File: src/rtl/fifo_arb_pkg.sv
// Shared types and default sizing for the FIFO push arbiter.
package fifo_arb_pkg;

  // Operation issued toward the FIFO control in the current cycle.
  typedef enum logic [1:0] {
    OP_IDLE = 2'd0,
    OP_PUSH = 2'd1,
    OP_POP  = 2'd2
  } op_e;

  localparam int DEF_WIDTH = 32;
  localparam int DEF_N_REQ = 4;
  localparam int DEF_DEPTH = 16;

endpackage

File: src/rtl/fifo_push_arbiter_rr_pick.sv
// Rotate-priority picker: the first set bit of req_i at or after ptr_i,
// wrapping from N-1 to 0, is returned as a one-hot grant.
module rr_pick #(
  parameter int N  = 4,
  parameter int PW = (N > 1) ? $clog2(N) : 1
) (
  input  logic [N-1:0]  req_i,
  input  logic [PW-1:0] ptr_i,
  output logic [N-1:0]  gnt_o,
  output logic          valid_o
);

  logic [PW-1:0] idx;
  logic          found;

  // Walk the request vector starting at the pointer; the first hit wins.
  always_comb begin
    gnt_o = '0;
    found = 1'b0;
    idx   = '0;
    for (int i = 0; i < N; i++) begin
      idx = PW'((int'(ptr_i) + i) % N);
      if (!found && req_i[idx]) begin
        gnt_o[idx] = 1'b1;
        found      = 1'b1;
      end
    end
    valid_o = found;
  end

endmodule

File: src/rtl/fifo_push_arbiter.sv
// Arbitrates N_REQ producers and one consumer onto a shared FIFO control
// port, issuing at most one push or one pop per cycle and tracking occupancy.
//
// Handshake: a producer raises req_i[k] (level) with its word on data_i and
// holds both until it sees gnt_o[k] high for one cycle; that cycle is the
// transfer, signalled toward the FIFO by push_o with data_o. The consumer
// holds pop_req_i high; every cycle pop_o is high is one word removed and
// also acknowledges the consumer. push_o and pop_o are never high together.
module fifo_push_arbiter
  import fifo_arb_pkg::*;
#(
  parameter int WIDTH = DEF_WIDTH,
  parameter int N_REQ = DEF_N_REQ,
  parameter int DEPTH = DEF_DEPTH,
  localparam int CW   = $clog2(DEPTH + 1),
  localparam int PW   = $clog2(N_REQ)
) (
  input  logic                   clk_i,
  input  logic                   rst_i,
  input  logic [N_REQ-1:0]       req_i,
  input  logic [N_REQ*WIDTH-1:0] data_i,
  input  logic                   pop_req_i,
  output logic [N_REQ-1:0]       gnt_o,
  output logic                   push_o,
  output logic [WIDTH-1:0]       data_o,
  output logic                   pop_o,
  output logic [CW-1:0]          cnt_o,
  output logic                   full_o,
  output logic                   empty_o,
  output op_e                    op_state_o,
  output logic [PW-1:0]          rr_ptr_o
);

  op_e              op_q, op_d;
  logic [N_REQ-1:0] gnt_q, gnt_d;
  logic [WIDTH-1:0] data_q, data_d;
  logic [CW-1:0]    cnt_q, cnt_d;
  logic [PW-1:0]    rr_ptr_q, rr_ptr_d;

  logic [N_REQ-1:0] eligible;
  logic [N_REQ-1:0] pick_gnt;
  logic             pick_valid;
  logic [PW-1:0]    pick_idx;
  logic [WIDTH-1:0] pick_data;
  logic             push_cand;
  logic             pop_cand;

  // A producer granted this cycle is still holding its request; mask it so
  // the same word is not pushed twice.
  assign eligible = req_i & ~gnt_q;

  rr_pick #(
    .N  (N_REQ),
    .PW (PW)
  ) u_pick (
    .req_i   (eligible),
    .ptr_i   (rr_ptr_q),
    .gnt_o   (pick_gnt),
    .valid_o (pick_valid)
  );

  assign push_cand = pick_valid && (cnt_q < CW'(DEPTH));
  assign pop_cand  = pop_req_i && (cnt_q != '0);

  // Decode the one-hot pick into an index and the matching data slice.
  always_comb begin
    pick_idx  = '0;
    pick_data = '0;
    for (int k = 0; k < N_REQ; k++) begin
      if (pick_gnt[k]) begin
        pick_idx  = PW'(k);
        pick_data = data_i[k*WIDTH +: WIDTH];
      end
    end
  end

  // Op FSM next state: under contention, alternate, with pop first unless
  // the previous op was already a pop.
  always_comb begin
    op_d = OP_IDLE;
    if (push_cand && pop_cand) begin
      op_d = (op_q == OP_POP) ? OP_PUSH : OP_POP;
    end else if (push_cand) begin
      op_d = OP_PUSH;
    end else if (pop_cand) begin
      op_d = OP_POP;
    end
  end

  // Datapath next state driven by the chosen op.
  always_comb begin
    gnt_d    = '0;
    data_d   = data_q;
    cnt_d    = cnt_q;
    rr_ptr_d = rr_ptr_q;
    case (op_d)
      OP_PUSH: begin
        gnt_d    = pick_gnt;
        data_d   = pick_data;
        cnt_d    = cnt_q + 1'b1;
        rr_ptr_d = (pick_idx == PW'(N_REQ - 1)) ? '0 : pick_idx + 1'b1;
      end
      OP_POP: begin
        cnt_d = cnt_q - 1'b1;
      end
      default: ;
    endcase
  end

  // State and output registers; reset clears everything immediately.
  always_ff @(posedge clk_i or negedge rst_i) begin
    if (!rst_i) begin
      op_q     <= OP_IDLE;
      gnt_q    <= '0;
      data_q   <= '0;
      cnt_q    <= '0;
      rr_ptr_q <= '0;
    end else begin
      op_q     <= op_d;
      gnt_q    <= gnt_d;
      data_q   <= data_d;
      cnt_q    <= cnt_d;
      rr_ptr_q <= rr_ptr_d;
    end
  end

  assign gnt_o      = gnt_q;
  assign push_o     = (op_q == OP_PUSH);
  assign pop_o      = (op_q == OP_POP);
  assign data_o     = data_q;
  assign cnt_o      = cnt_q;
  assign full_o     = (cnt_q == CW'(DEPTH));
  assign empty_o    = (cnt_q == '0);
  assign op_state_o = op_q;
  assign rr_ptr_o   = rr_ptr_q;

endmodule

File: config.mk
export PLATFORM = sky130hd
export DESIGN_NAME = fifo_push_arbiter
export DESIGN_NICKNAME = d
export VERILOG_FILES = /design/src/rtl/fifo_arb_pkg.sv /design/src/rtl/fifo_push_arbiter_rr_pick.sv /design/src/rtl/fifo_push_arbiter.sv
export SDC_FILE = /design/constraint.sdc
export NUM_CORES = 1
export LEC_CHECK = 0
export ABC_AREA = 0
export CAP_MARGIN = 20
export CORE_ASPECT_RATIO = 1.25
export CORE_MARGIN = 2
export CORE_UTILIZATION = 40
export CTS_CLUSTER_SIZE = 24
export DETAILED_ROUTE_END_ITERATION = 10
export GPL_ROUTABILITY_DRIVEN = 0
export HOLD_SLACK_MARGIN = 0.12
export PLACE_DENSITY_LB_ADDON = 0.1
export SLEW_MARGIN = 30
export SYNTH_ARGS = -nofsm -noshare
export SYNTH_HDL_FRONTEND = slang
export SYNTH_SLANG_ARGS = --single-unit
File: constraint.sdc
create_clock -name clk_i -period 3.75 [get_ports clk_i]
set_input_delay 0.75 -clock clk_i [delete_from_list [all_inputs] [get_ports clk_i]]
set_output_delay 0.75 -clock clk_i [all_outputs]
set_load 0.02 [all_outputs]
==> flow_metrics.py, run 1 <==
metrics = {
    "power": {
        "cellLeakagePower_nw": 2.33,
        "p_per_area_mw_per_mm2": 819,
        "ir_drop_mv": 0.513,
    },
    "layout": {
        "syn_to_final_growth_pct": 56.3,
        "antenna_cells": 0,
        "fin_util_pct": 64.0,
        "nets": 795,
        "instances_no_fill": 775,
        "drive_gt1_share_pct": 7.09,
    },
    "sta": {
        "tns_ns": 0,
        "clock.fmax_ghz": 0.298,
        "slew_headroom_pct": 59.4,
        "drv_slew": 0,
        "setup_viol": 0,
        "min_period_over_period_pct": 89.5,
        "tightest_slew_ns": 0.609,
        "hold_viol_final": 0,
        "fin_skew_ns": 0.00605,
        "layout_setup_ws_ns": 0.393,
        "period_minus_slack_ns": 3.36,
        "rsz0062_at_grt": "no",
    },
    "synth": {
        "ys_types": 41,
        "ys.warnings.count": 0,
        "yosysTopAreaCell": "dfrtp_1",
        "ys_ff_latch": 45,
        "synth_top_area_share_pct": 28.6,
        "yosysSeqAreaShare_pct": 28.6,
        "syn-cell-area_mm2": 0.00393,
        "synthTopCellsByArea": "dfrtp_1 29%, a311oi_1 7.1%, a21boi_0 6.3%",
        "syn-num-nets": 632,
        "avgSynthCellArea_um2": 8.11,
        "synth_cells": 485,
    },
    "grt": {
        "antenna_found_initial": 0,
        "grt_pass1_vias": 4522,
        "grt-ovfl-total": 0,
        "grt_max_degree": 103,
        "grt_pass1_wl_um": 22100,
        "globalRouteTotalUtil_pct": 25.6,
    },
    "floorplan": {
        "die_x_um": 92.7,
        "fp-row-count": 40,
        "die_h_um": 115,
        "io_pins": 184,
        "initial_core_util_pct": 40.9,
        "core-area_mm2": 0.00961,
        "die_area_mm2": 0.0106,
    },
    "detailed_routing": {
        "wl_per_cell_um": 17.9,
        "drtAntennaViolNets": 0,
        "drc_errors": 0,
        "dr.pass1.iters": 4,
        "via_per_inst": 5.78,
        "wl_um": 13900,
        "vias": 4482,
        "first_iter_violations": 220,
    },
    "placed_design": {
        "placedCellCount": 767,
        "dpl_worst_slack_ns": 0.101,
        "io_buffers": 183,
        "dp_hpwl_um": 9920,
    },
    "min_path": {
        "holdCritPathClass": "in2async",
    },
    "critical_path": {
        "worst_ep_arrival_time_ns": 3.52,
        "worstPathMaxFanout": 18,
        "slowest_delay_ns": 0.56,
        "start_kind": "input pin",
        "critPathBufInv": 2,
        "required_ns": 3.91,
        "crit_chain": "clkdlybuf4s50_1 > nor2b_1 > mux4_2 > and2_0 > or4_1 > or2_1 > buf_4 > a311oi_1 > o211ai_1",
        "worst-setup-path-type": "in2reg",
        "endpoint_kind": "flip-flop",
        "reg2reg_depth": 11,
        "slowest_stage": "mux4_2",
        "critPathTopFamily": "simple AND/OR/NAND/NOR gates",
        "path_depth": 9,
    },
    "clocking": {
        "cts.repair.resized": 0,
        "hold_buffers": 0,
        "cts_buffers": 5,
        "clockBufferDepth": 2,
        "cts_setup_buffers": 0,
        "htree_levels": 2,
        "worstSkewPairLatency_ns": 0.29,
        "cts.reportedPaths.clkPinSlew_ns": 0.07,
        "cts.sinks": 45,
        "root_buffer": "clkbuf_16",
        "cts_tree": "done",
    },
    "status": {
        "status": "completed",
    },
    "job": {
        "cap_violations": 0,
    },
}
## routing by layer
metal	track usage, %	share of wire, %	vias to the layer above	wire [um]
met4	9.61	3.0	0	412
met2	44.9	50	224	6890
li1	-	-	2141	-
met3	4.72	7.6	35	1060
met5	0	0	-	0
met1	31.4	40	2082	5530
## registers in the layout, summed over array words and instances, names as in the netlist
signal / cells
cnt_o: 5
gnt_o: 4
op_state_o: 2
data_o: 32
rr_ptr_o: 2
## power breakdown
part | switching, mW | internal (mW)
Combinational | 2.06 | 1.55
Sequential | 0.143 | 0.699
Clock | 0.199 | 0.381
Total | 2.40 | 2.63
## cells by family after synthesis
kind of cell	after synthesis	synth area share (%)
fa+ha+maj	12	4.01
simple gates	175	23.6
buf+inv	58	6.46
mux	5	2.00
xor+xnor	5	1.11
compound gates	185	34.2
flops	45	28.6
## metrics by stage
step / power (mW) / hold slack, ns / area (um^2)
2_1_floorplan: 3.15 / 0.454 / 3930
5_1_grt: 5.39 / 0.527 / 6150
6_report: 5.03 / 0.453 / 6150
4_1_cts: 5.06 / 0.499 / 6150
3_3_place_gp: 4.38 / 0.497 / 5960
3_5_place_dp: 4.45 / 0.507 / 5960
## cells in the mapped netlist
cell	n
clkbuf_1	41
nand3_1	5
nor4b_1	1
mux4_2	2
nor3b_1	4
and3_1	1
inv_1	5
ha_1	11
o21ai_0	3
a21boi_0	33
a221o_1	1
nand2b_1	36
or2_1	1
or4_1	2
nand2_1	66
buf_4	1
nor2b_1	7
a211o_1	1
a21oi_1	42
fa_1	1
a311oi_1	32
a2111oi_2	3
a21o_1	2
buf_2	8
o21a_1	1
o211ai_1	32
mux2_2	3
nor4bb_1	1
nand4_1	39
xnor2_1	3
buf_6	3
nor2_1	3
and2_1	6
or3_1	2
dfrtp_1	45
a22oi_1	1
a41oi_1	1
a211oi_1	1
and2_0	1
xor2_1	2
o21bai_1	32
## path summary, 6_finish.rpt
check | from | slack, ns | endpoint
min reg2reg | data_o[26] | 0.52 | data_o[26]
max in group asynchronous | rst_i | 2.86 | gnt_o[2]
max reg2reg | cnt_o[0] | 0.62 | cnt_o[4]
max | req_i[2] | 0.39 | data_o[11]
min in group clk_i | data_o[26] | 0.52 | data_o[26]
min | rst_i | 0.45 | op_state_o[0]
## cell type report
type,count,area (um^2)
clock inverters,3,65.1
inverters,5,18.8
repair buffers,209,2060
flip-flops and latches,45,1130
fillers,869,3460
clock buffers,5,125
multi-input cells,382,2590
well taps,126,158
## layout by cell type, fill, tap and decap left out, types with 10 or more instances in the layout
| cell type | Yosys | routed |
|---|---|---|
| dfrtp_1 | 45 | 45 |
| clkdlybuf4s50_1 | 0 | 182 |
| nand2b_1 | 36 | 36 |
| nand4_1 | 39 | 39 |
| o21bai_1 | 32 | 32 |
| buf_4 | 1 | 24 |
| o211ai_1 | 32 | 32 |
| ha_1 | 11 | 10 |
| a21oi_1 | 42 | 42 |
| a311oi_1 | 32 | 32 |
| nand2_1 | 66 | 66 |
| a21boi_0 | 33 | 33 |
Note: power is estimated with default switching activity, not from simulation.
==> run 2, diff against run 1 <==
Settings changed: CAP_MARGIN 20 to 5, CORE_MARGIN 2 to not set, PLACE_DENSITY_LB_ADDON 0.1 to 0.3.
==> run 2 against run 1 <==
  * Critical path depth is the same
  * Critical path type unchanged
  * Combinational power grew 1%
  * Register-to-register slack gained 0.03 ns
  * Die area shrank 3.9%
  * First-iteration DRC count grew 50%
==> flow_metrics.py, run 2 (synthesis gave the netlist of run 1 again) <==
metrics = {
    "sta": {
        "tns_ns": 0,
        "min_period_over_period_pct": 87.9,
        "setup_viol": 0,
        "tightest_slew_ns": 0.629,
        "clock.fmax_ghz": 0.303,
        "period_minus_slack_ns": 3.30,
        "fin_skew_ns": 0.00591,
        "hold_ws_ns": 0.463,
        "drv_slew": 0,
        "hold_viol_final": 0,
        "slew_headroom_pct": 58.1,
        "rsz0062_at_grt": "no",
    },
    "detailed_routing": {
        "wl_per_cell_um": 18.8,
        "wl_met3_um": 956,
        "wl_um": 14500,
        "first_iter_violations": 331,
        "drtAntennaViolNets": 0,
        "vias": 4656,
        "wl_met2_um": 7170,
        "dr.pass1.iters": 5,
        "via_per_inst": 6.02,
        "wl_met1_um": 5620,
        "drc_errors": 0,
        "top_layer": "met4",
    },
    "layout": {
        "seqCellArea_mm2": 0.00113,
        "layout_commonest_cell": "clkdlybuf4s50_1",
        "antenna_cells": 0,
        "nFillCells": 837,
        "drive_gt1_share_pct": 6.65,
        "nets": 794,
        "syn_to_final_growth_pct": 55.2,
        "mostFrequentLayoutCells": "182 x clkdlybuf4s50_1, 66 x nand2_1, 45 x dfrtp_1, 42 x a21oi_1, 39 x nand4_1",
        "final_area_mm2": 0.00611,
        "multiInputGateArea_mm2": 0.00259,
        "largest_register_ffs": 32,
    },
    "critical_path": {
        "path_depth": 9,
        "start_kind": "input pin",
        "critPathBufInv": 2,
        "reg2reg_depth": 11,
        "critPathTopFamily": "simple AND/OR/NAND/NOR gates",
        "slowest_delay_ns": 0.55,
        "worst-setup-path-type": "in2reg",
        "slowest_stage": "mux4_2",
        "crit_chain": "clkdlybuf4s50_1 > nor2b_1 > mux4_2 > and2_0 > or4_1 > or2_1 > buf_12 > a311oi_1 > o211ai_1",
        "worst_ep_arrival_time_ns": 3.45,
        "endpoint_kind": "flip-flop",
        "required_ns": 3.91,
        "worstPathMaxFanout": 35,
    },
    "clocking": {
        "worstSkewPairLatency_ns": 0.29,
        "root_buffer": "clkbuf_16",
        "htree_levels": 2,
        "cts.repair.resized": 0,
        "hold_buffers": 0,
        "cts.reportedPaths.clkPinSlew_ns": 0.06,
        "cts_setup_buffers": 0,
        "cts_buffers": 5,
        "cts.sinks": 45,
        "cts_tree": "done",
        "clockBufferDepth": 2,
    },
    "job": {
        "cap_violations": 0,
    },
    "placed_design": {
        "io_buffers": 183,
        "placed_area_mm2": 0.00596,
        "dp_hpwl_um": 10200,
    },
    "grt": {
        "grt_max_degree": 46,
        "grt-ovfl-total": 0,
        "grt_pass1_vias": 4699,
        "grt_pass1_wl_um": 22500,
        "globalRouteTotalUtil_pct": 27.6,
        "antenna_found_initial": 0,
    },
    "min_path": {
        "holdCritPathClass": "in2async",
    },
    "floorplan": {
        "core-area_mm2": 0.00961,
        "fp-row-count": 40,
        "io_pins": 184,
        "die_area_mm2": 0.0102,
        "die_x_um": 90.7,
        "initial_core_util_pct": 40.9,
        "die_h_um": 113,
    },
    "power": {
        "power_mw": 4.95,
        "cellLeakagePower_nw": 2.30,
        "p_per_area_mw_per_mm2": 811,
        "ir_drop_mv": 0.393,
    },
    "status": {
        "status": "completed",
    },
}
-- run 2: changes by cell type in the layout (fill, tap and decap cells not counted), sizes merged --
cell,before,now
buf,27,26
bufinv,2,0
clkbuf,5,7
clkinv,1,0
-- run 2: worst paths after layout --
kind	start	end	slack [ns]
min reg2reg	data_o[25]	data_o[25]	0.52
min	rst_i	data_o[18]	0.46
max in group asynchronous	rst_i	op_state_o[1]	2.84
max	req_i[2]	data_o[6]	0.45
max reg2reg	cnt_o[1]	cnt_o[4]	0.65
min in group clk_i	data_o[25]	data_o[25]	0.52
-- run 2: layout make-up --
class                           count  area share, %
Clock buffer                        7           2.34
Inverter                            5          0.307
Multi-Input combinational cell    382           42.5
Sequential cell                    45           18.4
Tap cell                          126           2.58
Timing Repair Buffer              208           33.8
-- run 2: where the power goes --
| group | internal (mW) | total, mW | switching (mW) |
|---|---|---|---|
| combinational | 1.56 | 3.66 | 2.10 |
| clock | 0.262 | 0.446 | 0.184 |
| sequential | 0.699 | 0.850 | 0.150 |
-- run 2: per-layer routing --
| layer | vias up | GRT usage, % |
|---|---|---|
| li1 | 2138 | - |
| met1 | 2199 | 31.8 |
| met2 | 262 | 47.9 |
| met3 | 57 | 4.37 |
| met4 | 0 | 16.8 |
| met5 | - | 0 |
-- run 2: through the flow --
| step | utilization (%) | setup WS [ns] | instances |
|---|---|---|---|
| 3_5_place_dp | 62.1 | 0.132 | 766 |
| 6_report | 63.6 | 0.453 | 773 |
| 3_3_place_gp | 62.0 | 0.217 | 766 |
| 4_1_cts | 63.6 | 0.451 | 773 |
| 5_1_grt | 63.6 | 0.241 | 773 |
| 2_1_floorplan | - | 0.602 | 485 |
==> run 3, diff against run 2 <==
Settings changed: SLEW_MARGIN 30 to not set.
==> run 3 against run 2 <==
  * Wire length shrank 0.64%
  * Via count barely moved
  * Power about the same
  * Critical path type unchanged
  * Largest cell class unchanged
  * Largest power group unchanged
  * Highest routed layer unchanged
==> flow_metrics.py, run 3 (synthesis gave the netlist of run 1 again) <==
metrics = {
    "grt": {
        "antenna_found_initial": 0,
        "grt_pass1_vias": 4559,
        "grt_pass1_wl_um": 22500,
        "grt_max_degree": 46,
        "grt-ovfl-total": 0,
        "globalRouteTotalUtil_pct": 27.4,
    },
    "power": {
        "power_mw": 4.95,
        "combPwrFrac_pct": 73.9,
        "cellLeakagePower_nw": 2.30,
        "pwr-share-clk_pct": 9.0,
        "ir_drop_mv": 0.373,
        "power_switching_mw": 2.43,
        "p_per_area_mw_per_mm2": 811,
        "internal_power_mw": 2.52,
        "switching_share_pct": 49.1,
        "seqPwrFrac_pct": 17.1,
    },
    "clocking": {
        "clockBufferDepth": 2,
        "cts.reportedPaths.clkPinSlew_ns": 0.06,
        "worstSkewPairLatency_ns": 0.29,
        "root_buffer": "clkbuf_16",
        "cts_buffers": 5,
        "cts.repair.resized": 0,
        "cts.sinks": 45,
        "hold_buffers": 0,
        "cts_setup_buffers": 0,
        "cts_tree": "done",
        "htree_levels": 2,
    },
    "critical_path": {
        "slowest_stage": "mux4_2",
        "worst_ep_arrival_time_ns": 3.48,
        "endpoint_kind": "flip-flop",
        "start_kind": "input pin",
        "worstPathMaxFanout": 35,
        "required_ns": 3.90,
        "critPathBufInv": 2,
        "worst-setup-path-type": "in2reg",
        "slowest_delay_ns": 0.56,
        "crit_chain": "clkdlybuf4s50_1 > nor2b_1 > mux4_2 > and2_0 > or4_1 > or2_1 > buf_12 > a311oi_1 > o211ai_1",
        "critPathTopFamily": "simple AND/OR/NAND/NOR gates",
    },
    "job": {
        "cap_violations": 0,
    },
    "sta": {
        "hold_viol_final": 0,
        "slew_headroom_pct": 27.3,
        "min_period_over_period_pct": 88.8,
        "rsz0062_at_grt": "no",
        "setup_viol": 0,
        "tns_ns": 0,
        "period_minus_slack_ns": 3.33,
        "fin_skew_ns": 0.00425,
        "clock.fmax_ghz": 0.300,
        "tightest_slew_ns": 1.09,
        "drv_slew": 0,
    },
    "min_path": {
        "holdCritPathClass": "reg2reg",
    },
    "floorplan": {
        "io_pins": 184,
        "initial_core_util_pct": 40.9,
        "core-area_mm2": 0.00961,
        "die_area_mm2": 0.0102,
        "fp-row-count": 40,
        "die_h_um": 113,
        "die_x_um": 90.7,
    },
    "placed_design": {
        "dp_hpwl_um": 10100,
        "io_buffers": 183,
    },
    "detailed_routing": {
        "wl_per_cell_um": 18.6,
        "drc_errors": 0,
        "wl_met1_um": 5430,
        "top_layer": "met4",
        "vias": 4653,
        "wl_met3_um": 1120,
        "drtAntennaViolNets": 0,
        "first_iter_violations": 254,
        "wl_um": 14400,
        "dr.pass1.iters": 5,
        "via_per_inst": 6.02,
        "wl_met2_um": 7180,
    },
    "status": {
        "status": "completed",
    },
    "layout": {
        "nets": 794,
        "largest_register_ffs": 32,
        "mostFrequentLayoutCells": "182 x clkdlybuf4s50_1, 66 x nand2_1, 45 x dfrtp_1, 42 x a21oi_1, 39 x nand4_1",
        "layout_commonest_cell": "clkdlybuf4s50_1",
        "syn_to_final_growth_pct": 55.2,
        "nFillCells": 837,
        "antenna_cells": 0,
        "drive_gt1_share_pct": 6.65,
    },
}
run 3: final cells by class:
type                    count  area (um^2)  share of cell area (%)
clock buffers               7          143                    2.34
inverters                   5         18.8                   0.307
multi-input cells         382         2590                    42.5
flip-flops and latches     45         1130                    18.4
well taps                 126          158                    2.58
repair buffers            208         2060                    33.8
run 3: metal layers:
layer / vias up / GRT usage [%]
li1: 2139 / -
met1: 2185 / 32.3
met2: 276 / 47.3
met3: 53 / 4.84
met4: 0 / 14.4
met5: - / 0
run 3: path summary, 6_finish.rpt:
kind	end	slack, ns	cells past startpoint	from
worst max-delay path	data_o[12]	0.42	9	req_i[2]
min in group asynchronous	data_o[18]	0.67	1	rst_i
max in group asynchronous	cnt_o[4]	2.41	1	rst_i
worst max register to register	cnt_o[4]	0.66	11	cnt_o[1]
worst min register to register	data_o[14]	0.52	2	data_o[14]
worst min-delay path	data_o[14]	0.52	2	data_o[14]
run 3: power by group through the flow:
stage / clock network, mW / registers (mW) / logic [mW]
final: 0.447 / 0.848 / 3.66
after global routing: 0.472 / 0.871 / 3.93
after CTS: 0.455 / 0.847 / 3.62
after detailed placement: 0 / 0.850 / 3.61
after global placement: 0 / 0.853 / 3.51
after floorplan: 0 / 1.08 / 2.06
run 3: tightest hold or removal path: stages, from the launching register on:
cell and delay [ns]:
dfrtp_1 0.34, nand2b_1 0.06, o211ai_1 0.08
run 3: stage by stage:
stage | hold slack [ns] | instance area [um^2] | setup slack (ns) | util (%) | cells
5_1_grt | 0.551 | 6100 | 0.253 | 63.5 | 773
3_5_place_dp | 0.509 | 5960 | 0.129 | 62.0 | 766
4_1_cts | 0.525 | 6100 | 0.436 | 63.5 | 773
2_1_floorplan | 0.454 | 3930 | 0.602 | - | 485
3_3_place_gp | 0.497 | 5960 | 0.217 | 62.0 | 766
6_report | 0.520 | 6100 | 0.420 | 63.5 | 773
